[config.mk]
export PLATFORM = sky130hd
export DESIGN_NAME = multi_sensor_pulse_identifier
export DESIGN_NICKNAME = d
export VERILOG_FILES = /design/src/rtl/pulse_id_pkg.sv /design/src/rtl/arrival_tracker.sv /design/src/rtl/multi_sensor_pulse_identifier.sv
export SDC_FILE = /design/constraint.sdc
export NUM_CORES = 1
export LEC_CHECK = 0
export CAP_MARGIN = 20
export CORE_MARGIN = 2
export CORE_UTILIZATION = 53
export DETAILED_ROUTE_END_ITERATION = 10
export PLACE_DENSITY = 0.82
export SYNTH_ARGS = -nofsm -noshare
export SYNTH_HDL_FRONTEND = slang
export SYNTH_SLANG_ARGS = --single-unit
[constraint.sdc]
create_clock -name clk_96MHz -period 3.6 [get_ports clk_96MHz]
set_input_delay 0.54 -clock clk_96MHz [delete_from_list [all_inputs] [get_ports clk_96MHz]]
set_output_delay 0.54 -clock clk_96MHz [all_outputs]
set_load 0.02 [all_outputs]
[src/rtl/pulse_id_pkg.sv]
// Shared types and timing defaults for the multi-sensor pulse identifier.
package pulse_id_pkg;

  typedef enum logic [2:0] {
    IDLE,
    COLLECT,
    SETTLE,
    POLY,
    OFFSET,
    DONE,
    DRAIN,
    CLEAR
  } state_t;

  localparam logic [1:0] ERR_TIMEOUT = 2'd0;
  localparam logic [1:0] ERR_POLY    = 2'd1;
  localparam logic [1:0] ERR_OFFSET  = 2'd2;

  localparam int TIMEOUT_TICKS_DEF = 50000;
  localparam int SETTLE_TICKS_DEF  = 5000;
  localparam int ITER_SHIFT_DEF    = 4;

endpackage

[src/rtl/arrival_tracker.sv]
// Latches first-arrival timestamps per sensor and ranks the first two
// arrivals, lowest index first among simultaneous arrivals.
module arrival_tracker #(
  parameter int N_SENSORS = 4,
  parameter int TS_W      = 24,
  parameter int SEL_W     = 2
) (
  input  logic                      clk_96MHz,
  input  logic                      reset,
  input  logic                      clear,
  input  logic                      en,
  input  logic [TS_W-1:0]           sys_ts,
  input  logic [N_SENSORS-1:0]      avl_nonempty,
  output logic [N_SENSORS-1:0]      seen,
  output logic [N_SENSORS*TS_W-1:0] ts_arr,
  output logic [SEL_W-1:0]          sel_a,
  output logic [SEL_W-1:0]          sel_b,
  output logic                      any_new,
  output logic                      pair
);

  logic [N_SENSORS-1:0] fresh;
  logic [1:0]           cnt;
  logic [1:0]           cnt_n;
  logic [SEL_W-1:0]     sel_a_n;
  logic [SEL_W-1:0]     sel_b_n;

  always_comb begin
    fresh   = avl_nonempty & ~seen & {N_SENSORS{en}};
    cnt_n   = cnt;
    sel_a_n = sel_a;
    sel_b_n = sel_b;
    for (int i = 0; i < N_SENSORS; i++) begin
      if (fresh[i]) begin
        if (cnt_n == 2'd0) begin
          sel_a_n = SEL_W'(i);
          cnt_n   = 2'd1;
        end else if (cnt_n == 2'd1) begin
          sel_b_n = SEL_W'(i);
          cnt_n   = 2'd2;
        end
      end
    end
  end

  assign any_new = |fresh;
  assign pair    = (cnt == 2'd2);

  always_ff @(posedge clk_96MHz) begin
    if (reset || clear) begin
      seen   <= '0;
      ts_arr <= '0;
      cnt    <= '0;
      sel_a  <= '0;
      sel_b  <= '0;
    end else begin
      seen  <= seen | fresh;
      cnt   <= cnt_n;
      sel_a <= sel_a_n;
      sel_b <= sel_b_n;
      for (int i = 0; i < N_SENSORS; i++) begin
        if (fresh[i]) ts_arr[i*TS_W +: TS_W] <= sys_ts;
      end
    end
  end

endmodule

[src/rtl/multi_sensor_pulse_identifier.sv]
// Assigns LFSR pulse ids to photodiode arrivals of one sweep.
// Define PULSE_ID_ERR_STATS_EN to add err_count/err_cause failure stats.
module multi_sensor_pulse_identifier
  import pulse_id_pkg::*;
#(
  parameter int N_SENSORS     = 4,
  parameter int TS_W          = 24,
  parameter int ID_W          = 17,
  parameter int TIMEOUT_TICKS = TIMEOUT_TICKS_DEF,
  parameter int SETTLE_TICKS  = SETTLE_TICKS_DEF,
  parameter int ITER_SHIFT    = ITER_SHIFT_DEF,
  localparam int SEL_W        = $clog2(N_SENSORS)
) (
  input  logic                      clk_96MHz,
  input  logic                      reset,
  input  logic [TS_W-1:0]           sys_ts,
  input  logic [N_SENSORS-1:0]      avl_nonempty,
  output logic                      poly_start,
  output logic [SEL_W-1:0]          poly_sel_a,
  output logic [SEL_W-1:0]          poly_sel_b,
  input  logic                      poly_done,
  input  logic                      poly_ok,
  input  logic [ID_W-1:0]           poly_iter,
  input  logic [TS_W-1:0]           poly_ts_first,
  output logic                      offset_start,
  input  logic                      offset_done,
  input  logic [ID_W-1:0]           offset_value,
  output logic [N_SENSORS*ID_W-1:0] pulse_id,
  output logic [N_SENSORS-1:0]      id_valid,
  output logic                      ready,
  input  logic                      ack
`ifdef PULSE_ID_ERR_STATS_EN
  ,
  output logic [7:0]                err_count,
  output logic [1:0]                err_cause
`endif
);

  localparam int WIN_W = $clog2(TIMEOUT_TICKS + 1);
  localparam int SET_W = $clog2(SETTLE_TICKS + 1);

  state_t                    state;
  state_t                    state_n;
  logic [WIN_W-1:0]          win;
  logic [SET_W-1:0]          settle;
  logic [N_SENSORS-1:0]      seen;
  logic [N_SENSORS*TS_W-1:0] ts_arr;
  logic [SEL_W-1:0]          sel_a;
  logic [SEL_W-1:0]          sel_b;
  logic                      any_new;
  logic                      pair;
  logic                      active;
  logic                      timeout;
  logic [ID_W-1:0]           iter_q;
  logic [TS_W-1:0]           first_q;
  logic [N_SENSORS*ID_W-1:0] ids;
  logic [TS_W-1:0]           dk;

  assign active  = (state == COLLECT) || (state == SETTLE) ||
                   (state == POLY)    || (state == OFFSET);
  assign timeout = active && (win == WIN_W'(TIMEOUT_TICKS));

  arrival_tracker #(
    .N_SENSORS (N_SENSORS),
    .TS_W      (TS_W),
    .SEL_W     (SEL_W)
  ) u_tracker (
    .clk_96MHz    (clk_96MHz),
    .reset        (reset),
    .clear        (state == CLEAR),
    .en           (active || (state == IDLE)),
    .sys_ts       (sys_ts),
    .avl_nonempty (avl_nonempty),
    .seen         (seen),
    .ts_arr       (ts_arr),
    .sel_a        (sel_a),
    .sel_b        (sel_b),
    .any_new      (any_new),
    .pair         (pair)
  );

  assign poly_sel_a = sel_a;
  assign poly_sel_b = sel_b;
  assign ready      = (state == DONE);

  always_comb begin
    state_n = state;
    case (state)
      IDLE:    if (any_new) state_n = COLLECT;
      COLLECT: if (pair) state_n = SETTLE;
      SETTLE:  if (settle == SET_W'(SETTLE_TICKS - 1)) state_n = POLY;
      POLY:    if (poly_done) state_n = poly_ok ? OFFSET : CLEAR;
      OFFSET:  if (offset_done)
                 state_n = (offset_value == '0) ? CLEAR : DONE;
      DONE:    if (ack) state_n = DRAIN;
      DRAIN:   if (avl_nonempty == '0) state_n = CLEAR;
      CLEAR:   state_n = IDLE;
      default: state_n = IDLE;
    endcase
    if (timeout) state_n = CLEAR;
  end

  // Later arrivals are timed relative to the first sensor's edge.
  always_comb begin
    ids = '0;
    dk  = '0;
    for (int k = 0; k < N_SENSORS; k++) begin
      dk = ts_arr[k*TS_W +: TS_W] - first_q;
      if (seen[k]) begin
        if (SEL_W'(k) == sel_a)
          ids[k*ID_W +: ID_W] = offset_value;
        else if (SEL_W'(k) == sel_b)
          ids[k*ID_W +: ID_W] = offset_value + iter_q;
        else
          ids[k*ID_W +: ID_W] = offset_value + ID_W'(dk >> ITER_SHIFT);
      end
    end
  end

  always_ff @(posedge clk_96MHz) begin
    if (reset) begin
      state        <= IDLE;
      win          <= '0;
      settle       <= '0;
      iter_q       <= '0;
      first_q      <= '0;
      poly_start   <= 1'b0;
      offset_start <= 1'b0;
      pulse_id     <= '0;
      id_valid     <= '0;
    end else begin
      state        <= state_n;
      poly_start   <= (state_n == POLY) && (state != POLY);
      offset_start <= (state_n == OFFSET) && (state != OFFSET);
      if ((state == IDLE) && (state_n == COLLECT)) win <= WIN_W'(1);
      else if (!active) win <= '0;
      else if (!timeout) win <= win + 1'b1;
      settle <= (state == SETTLE) ? settle + 1'b1 : '0;
      if ((state == POLY) && (state_n == OFFSET)) begin
        iter_q  <= poly_iter;
        first_q <= poly_ts_first;
      end
      if ((state == OFFSET) && (state_n == DONE)) begin
        pulse_id <= ids;
        id_valid <= seen;
      end else if (state == CLEAR) begin
        pulse_id <= '0;
        id_valid <= '0;
      end
    end
  end

`ifdef PULSE_ID_ERR_STATS_EN
  logic       fail;
  logic [1:0] cause;

  // Any active state falling into CLEAR is a failure.
  always_comb begin
    fail  = active && (state_n == CLEAR);
    cause = ERR_OFFSET;
    if (timeout) cause = ERR_TIMEOUT;
    else if (state == POLY) cause = ERR_POLY;
  end

  always_ff @(posedge clk_96MHz) begin
    if (reset) begin
      err_count <= '0;
      err_cause <= ERR_TIMEOUT;
    end else if (fail) begin
      if (err_count != 8'hFF) err_count <= err_count + 8'd1;
      err_cause <= cause;
    end
  end
`endif

endmodule
### After elaboration in Yosys (flattened, before gate mapping)

Cells that the tools add are included.

| cells by class | value |
|---|---|
| magnitude comparators | 0 |
| $add $sub $neg | 11 |
| shifts and indexed selects | 0 |
| reduce and logical (&&, ||, !) cells | 24 |
| div/mod/pow operators | 0 |
| $mul | 0 |
| multiplexer cells | 62 |
| eq/ne operators | 27 |
| bitwise operators | 6 |

Operator list:

| cell | count |
|---|---|
| $mux W17 | 12 |
| $mux W68 | 2 |
| $add A17 B17 Y17 | 5 |
| $sub A21 B21 Y21 | 4 |
| $mux W2 | 34 |
| $mux W3 | 8 |
| $pmux W3 S8 | 1 |
| $eq A3 B3 Y1 const B | 6 |
| $logic_not A17 Y1 | 1 |
| $add A16 B1 Y16 const B | 1 |
| $eq A16 B16 Y1 const B | 1 |
| $add A13 B1 Y13 const B | 1 |
| $eq A13 B13 Y1 const B | 1 |
| $logic_not A2 Y1 | 6 |
| $eq A3 B2 Y1 const B | 3 |
| $and A4 B4 Y4 | 2 |
| $eq A2 B1 Y1 const B | 4 |
| $eq A2 B2 Y1 const A | 4 |
| $mux W4 | 2 |
| $eq A3 B1 Y1 const B | 2 |
| $logic_and A1 B1 Y1 | 6 |
| $ne A3 B2 Y1 const B | 2 |
| $logic_or A1 B1 Y1 | 5 |
| $eq A1 B2 Y1 const A | 2 |
| 12 further kinds | 15 |

| storage, ports and cells | value |
|---|---|
| input port bits | 92 |
| bits in writable memories | 0 |
| bits in latches | 0 |
| output and inout port bits | 79 |
| logic and storage cells | 148 |
| memories kept | 0 |
| memory bits (read-only) | 0 |
| bits in registers | 238 |

### Longest topological paths before layout

Gate-level depths: netlist of the first run.

| depth | value |
|---|---|
| depth after elaboration | 19 |
| mapped depth | 21 |
| mapped depth without buffers | 21 |

### By module

A second synthesis of the first run with hierarchy kept.

| unflattened totals | value |
|---|---|
| cells, all modules | 2230 |
| area, all modules | 16952.5 µm² |

By module, submodules not included:

| module | times used | area an instance (µm²) | cells each |
|---|---|---|---|
| multi_sensor_pulse_identifier | 1 | 12922.4 | 1731 |
| arrival_tracker | 1 | 4030.1 | 499 |

### Worst setup path before layout of the first run

OpenSTA, ideal clock, no wires.

| timing path | value |
|---|---|
| kind | flip-flop to flip-flop |
| start | reg first_q[10] |
| end | reg pulse_id[67] |
| path slack | -246 ps |
| stages on the path, launching flop included | 21 |
| period minus slack after synthesis | 3846 ps |
| arrival time | 3784 ps |
| setup time | 62 ps |
| cell sequence | dfxtp_1 inv_1 ha_1 a21o_1 a21o_1 a21oi_1 o32ai_1 a21o_1 nor4_1 nor2_1 xnor2_1 ha_1 a21o_1 a21o_1 a21oi_1 nand4_1 o211ai_1 xnor2_1 or3_1 mux2_2 nand3_1 |

| between the ends | value |
|---|---|
| cells in the longest elaborated chain, start to end | 6 |

RTL lines:

| what | line | source |
|---|---|---|
| from (decl) | multi_sensor_pulse_identifier.sv:55 | `logic [TS_W-1:0] first_q;` |
| from (signal assigned) | multi_sensor_pulse_identifier.sv:141 | `first_q <= poly_ts_first;` |
| $sub A21 B21 Y21 | multi_sensor_pulse_identifier.sv:108 | `dk = ts_arr[k*TS_W +: TS_W] - first_q;` |
| $add A17 B17 Y17 | multi_sensor_pulse_identifier.sv:115 | `ids[k*ID_W +: ID_W] = offset_value + ID_W'(dk >> ITER_SHIFT);` |
| $mux W17 | multi_sensor_pulse_identifier.sv:112 | `else if (SEL_W'(k) == sel_b)` |
| $mux W17 | multi_sensor_pulse_identifier.sv:110 | `if (SEL_W'(k) == sel_a)` |
| $mux W17 | multi_sensor_pulse_identifier.sv:109 | `if (seen[k]) begin` |
| $mux W68 | multi_sensor_pulse_identifier.sv:143 | `if ((state == OFFSET) && (state_n == DONE)) begin` |
| to (signal assigned) | multi_sensor_pulse_identifier.sv:144 | `pulse_id <= ids;` |
| to (decl) | multi_sensor_pulse_identifier.sv:28 | `output logic [N_SENSORS*ID_W-1:0] pulse_id,` |

Every way passes these cells.
A chain may end at the register's enable or synchronous reset.

### Worst setup path after layout of the first run

| timing path | value |
|---|---|
| start | reg first_q[1] |
| end | reg pulse_id[63] |

The elaborated chain is that of the path after synthesis.

==> impl_metrics.py, run 1 <==
metrics = {
    "critical_path": {
        "worstSetupPathType": "reg2reg",
        "cp_data_arrival_time_ps": 4640,
        "cp-end-kind": "flip-flop",
        "worstPathMaxFanout": 4,
        "critPathLaunchType": "flip-flop",
        "critPathRequiredTime_ps": 4050,
        "ff2ff_setup_slack_ps": -590,
        "cp_cell_sequence": "inv_2 -> ha_4 -> nand2_4 -> o21ai_4 -> a41oi_2 -> o211ai_1 -> a21oi_1 -> nor2b_1 -> o21a_1 -> nor2_1 -> xnor2_1 -> ha_1 -> buf_6 -> nand2_4 -> nor2_4 -> o211ai_1 -> buf_4 -> a31oi_4 -> nor2_2 -> xor2_1 -> a21oi_1 -> nor2_1 -> o21ai_1",
        "slowest_stage": "dfxtp_2",
        "reg2regPathDepth": 23,
        "timing.rr.end": "pulse_id[63]$_SDFFE_PP0P_",
        "r2r_start": "first_q[1]$_SDFFE_PP0P_",
        "critPathMaxStageDelay_ps": 350,
    },
    "layout": {
        "drive_above_1_share_pct": 27.91,
        "nets": 2917,
        "diodes": 0,
        "final_util_pct": 78.78,
        "synthToLayoutAreaGrowth_pct": 45.61,
        "final_area_sq_um": 24230,
    },
    "global_routing": {
        "antenna_found_initial": 2,
        "grt_pass1_wl_um": 100400,
        "grt.total_usage_pct": 38.75,
        "grt_max_degree": 95,
        "first_global_vias": 18290,
        "overflow": 0,
    },
    "route": {
        "wl_um": 70500,
        "drt-pass1-iter-count": 6,
        "ant_nets": 0,
        "vias": 19420,
        "routedWlPerCell_um": 23.00,
        "route.detailed.drc": 0,
        "first_iter_violations": 2262,
        "viasPerCell": 6.334,
    },
    "power_and_ir_drop": {
        "power.leakage_nw": 9.795,
        "internal_power_mw": 7.299,
        "peakVddDrop_mv": 0.4291,
        "p_per_area_nw_per_um2": 499.1,
        "switching_share_pct": 39.62,
        "clockPowerShare_pct": 23.0,
        "p_sw_mw": 4.791,
        "power_frac_seq_pct": 23.7,
        "p_comb_share_pct": 53.3,
    },
    "sta": {
        "period_needed_ps": 4190,
        "whs_ps": 445.7,
        "finalHoldViolCount": 0,
        "rsz0062_at_grt": "yes",
        "setup_ws_ps": -589.9,
        "drv_slew": 0,
        "setup_violations": 47,
        "fmax_mhz": 238.7,
        "fin_skew_ps": 19.89,
        "maxSlewHeadroom_pct": 29.86,
        "tightest_slew_ps": 1052,
        "period_share_pct": 116.4,
    },
    "floorplanning": {
        "die_h_um": 181.2,
        "dieArea_sq_um": 32820,
        "start_util_pct": 54.11,
        "die_w_um": 181.2,
        "ios": 171,
        "coreArea_sq_um": 30750,
        "core.rowCount": 64,
    },
    "clocking": {
        "clk_pin_slew_ps": 70,
        "cts-htree-levels": 1,
        "cts-buffers-inserted": 27,
        "clockBufferDepth": 3,
        "root_buffer": "clkbuf_16",
        "insertion_delay_ps": 580,
        "hold_buffers": 0,
        "cts_tree": "built",
        "cts.sinks": 238,
    },
    "logic_synthesis": {
        "yosysTopAreaCell": "dfxtp_1",
        "synth_fa_ha_area_share_pct": 13.54,
        "ys.flop_type": "dfxtp_1",
        "synth.area.top_cells": "dfxtp_1 29%, ha_1 13%, nand2_1 9.9%",
        "synth_edf_count": 0,
        "postSynthAreaPerCell_sq_um": 7.587,
        "synth-compound-area-share_pct": 23.10,
        "synthSimpleGateAreaFrac_pct": 23.34,
        "syn-num-nets": 2462,
        "synth_cell_type_count": 88,
        "syn_area_sq_um": 16640,
        "synth_async_sr_flop_share_pct": 0,
        "ys_seq_area_share_pct": 28.64,
        "synth_top_area_share_pct": 28.64,
        "ys_warn_count": 0,
        "synth-seq-cells": 238,
        "muxShareOfSynthArea_pct": 0.6844,
        "synth_top_family_by_area": "simple AND/OR/NAND/NOR gates",
        "syn_inst": 2193,
        "synthXorXnorAreaFrac_pct": 6.844,
    },
    "hold_path": {
        "hold_start": "settle[0]$_SDFF_PP0_",
        "worstHoldPathCells": 1,
        "hold_path.class": "reg2reg",
        "min_to": "settle[0]$_SDFF_PP0_",
    },
    "place": {
        "place_area_sq_um": 20890,
        "globalplace.congestion": 0.9797,
        "hpwl_um": 47930,
        "dp_slack_ps": -527.7,
        "port_buffers": 164,
    },
    "status": {
        "failed_checks": "setup timing",
        "outcome": "finished with violations",
    },
    "flow_run": {
        "maxCapViolCount": 0,
    },
}
synth_stat cells (8+ instances only):
cell      count
o21bai_1     11
a31oi_1      13
o31ai_1      12
nand3_1      42
nor3b_1       8
a21oi_1     267
and3_1       15
xor2_1       52
nand2_1     440
o21ai_1      47
nor2_1      162
mux2i_1       8
nor4_1        9
xnor2_1      78
o21a_1       20
nor3_1       35
buf_2        15
or2_2        10
inv_1        64
o21ai_0      75
clkbuf_1     67
a211oi_1     14
nand4_1      14
dfxtp_1     238
ha_1        172
nor2b_1      22
nand2b_1     23
o211ai_1     55
or3_1        21
a21o_1       34
and2_1       18
cell type report:
cell class / instances / area, sq um
Tap cell: 396 / 495.5
Inverter: 66 / 267.8
Sequential cell: 238 / 4782
Timing Repair Buffer: 519 / 4512
Clock inverter: 12 / 95.09
Multi-Input combinational cell: 1796 / 13290
Clock buffer: 38 / 787.0
Fill cell: 2006 / 6524
cells by family (layout without fill, tap and decap cells):
family / after synthesis / count (layout)
AO/OA/AOI/OAI: 626 / 626
XOR/XNOR: 130 / 130
adder cells (fa/ha/maj): 177 / 177
buffers and inverters: 159 / 635
flip-flops: 238 / 238
multiplexers: 11 / 11
AND/OR/NAND/NOR: 852 / 852
state kept, by name, indices dropped and copies added (netlist names), 3 cells and up:
name / count
first_q: 21
id_valid: 4
iter_q: 17
pulse_id: 68
settle: 13
state: 3
u_tracker.seen: 4
u_tracker.ts_arr: 84
win: 16
power by group through the flow:
stage | sequential (mW) | combinational [mW] | clock, mW
global placement | 2.89 | 4.70 | 0
floorplan | 2.85 | 3.04 | 0
finish | 2.87 | 6.45 | 2.77
detailed placement | 2.90 | 4.83 | 0
CTS | 2.85 | 5.42 | 2.74
global route | 2.87 | 6.83 | 2.88
per-layer routing:
layer	vias up	wire length, um	GRT usage [%]
met4	0	6583	26.28
met2	1326	30510	62.53
met5	-	0	0
met1	9019	25680	47.71
li1	8650	-	-
met3	420	7725	6.087
worst max-delay path by stage:
stage	startpoint	slack, ps	cells after the start	endpoint
2_1_floorplan	first_q[2]$_SDFFE_PP0P_	-7	20	pulse_id[67]$_SDFFE_PP0P_
3_3_place_gp	first_q[2]$_SDFFE_PP0P_	-390	20	pulse_id[14]$_SDFFE_PP0P_
3_5_place_dp	first_q[9]$_SDFFE_PP0P_	-530	17	pulse_id[31]$_SDFFE_PP0P_
4_1_cts	first_q[10]$_SDFFE_PP0P_	-260	20	pulse_id[67]$_SDFFE_PP0P_
5_1_grt	first_q[1]$_SDFFE_PP0P_	-710	23	pulse_id[63]$_SDFFE_PP0P_
6_report	first_q[1]$_SDFFE_PP0P_	-590	23	pulse_id[63]$_SDFFE_PP0P_
worst max-delay path: cells and delay by family, from the launching register on:
| family | cells | cell delay [ps] |
|---|---|---|
| AOI/OAI and AO/OA | 9 | 1630 |
| and+or+nand+nor | 7 | 680 |
| DFF | 1 | 350 |
| buffers and inverters | 3 | 380 |
| xor gates and xnor gates | 2 | 400 |
| adders and majority gates | 2 | 620 |
through the flow:
step	TNS, ps	power, mW	instances
floorplan	-7.007	5.886	2193
global placement	-8214	7.593	2966
detailed placement	-12010	7.726	2966
CTS	-2823	11.01	3040
global route	-19040	12.57	3065
finish	-14150	12.09	3065
cell usage in the layout, fill, tap and decap left out, types with 22 or more instances in the layout:
cell type        instances
clkdlybuf4s50_1        163
o21ai_1                 51
nor3_1                  26
o21ai_0                 42
buf_6                   22
nand2_1                428
xor2_1                  42
clkbuf_16               27
inv_1                   51
o211ai_1                55
a21oi_1                223
ha_4                    42
xnor2_1                 51
a21o_1                  34
xnor2_2                 25
buf_4                  324
dfxtp_1                224
nand3_1                 33
ha_1                   122
a21oi_2                 32
nor2_1                 138
what timing repair did:
item	CTS	global route
gates cloned	0	0
pin swaps	131	188
gates resized for setup	215	197
setup buffers	26	30
setup endpoints to repair	42	49
Power figures use the tool's default switching activity.
==> run 2: changes to the inputs <==
CAP_MARGIN = not set   (was 20)
==> results of run 2 <==
No change in the layout: final DEF, timing and power equal those of run 1.
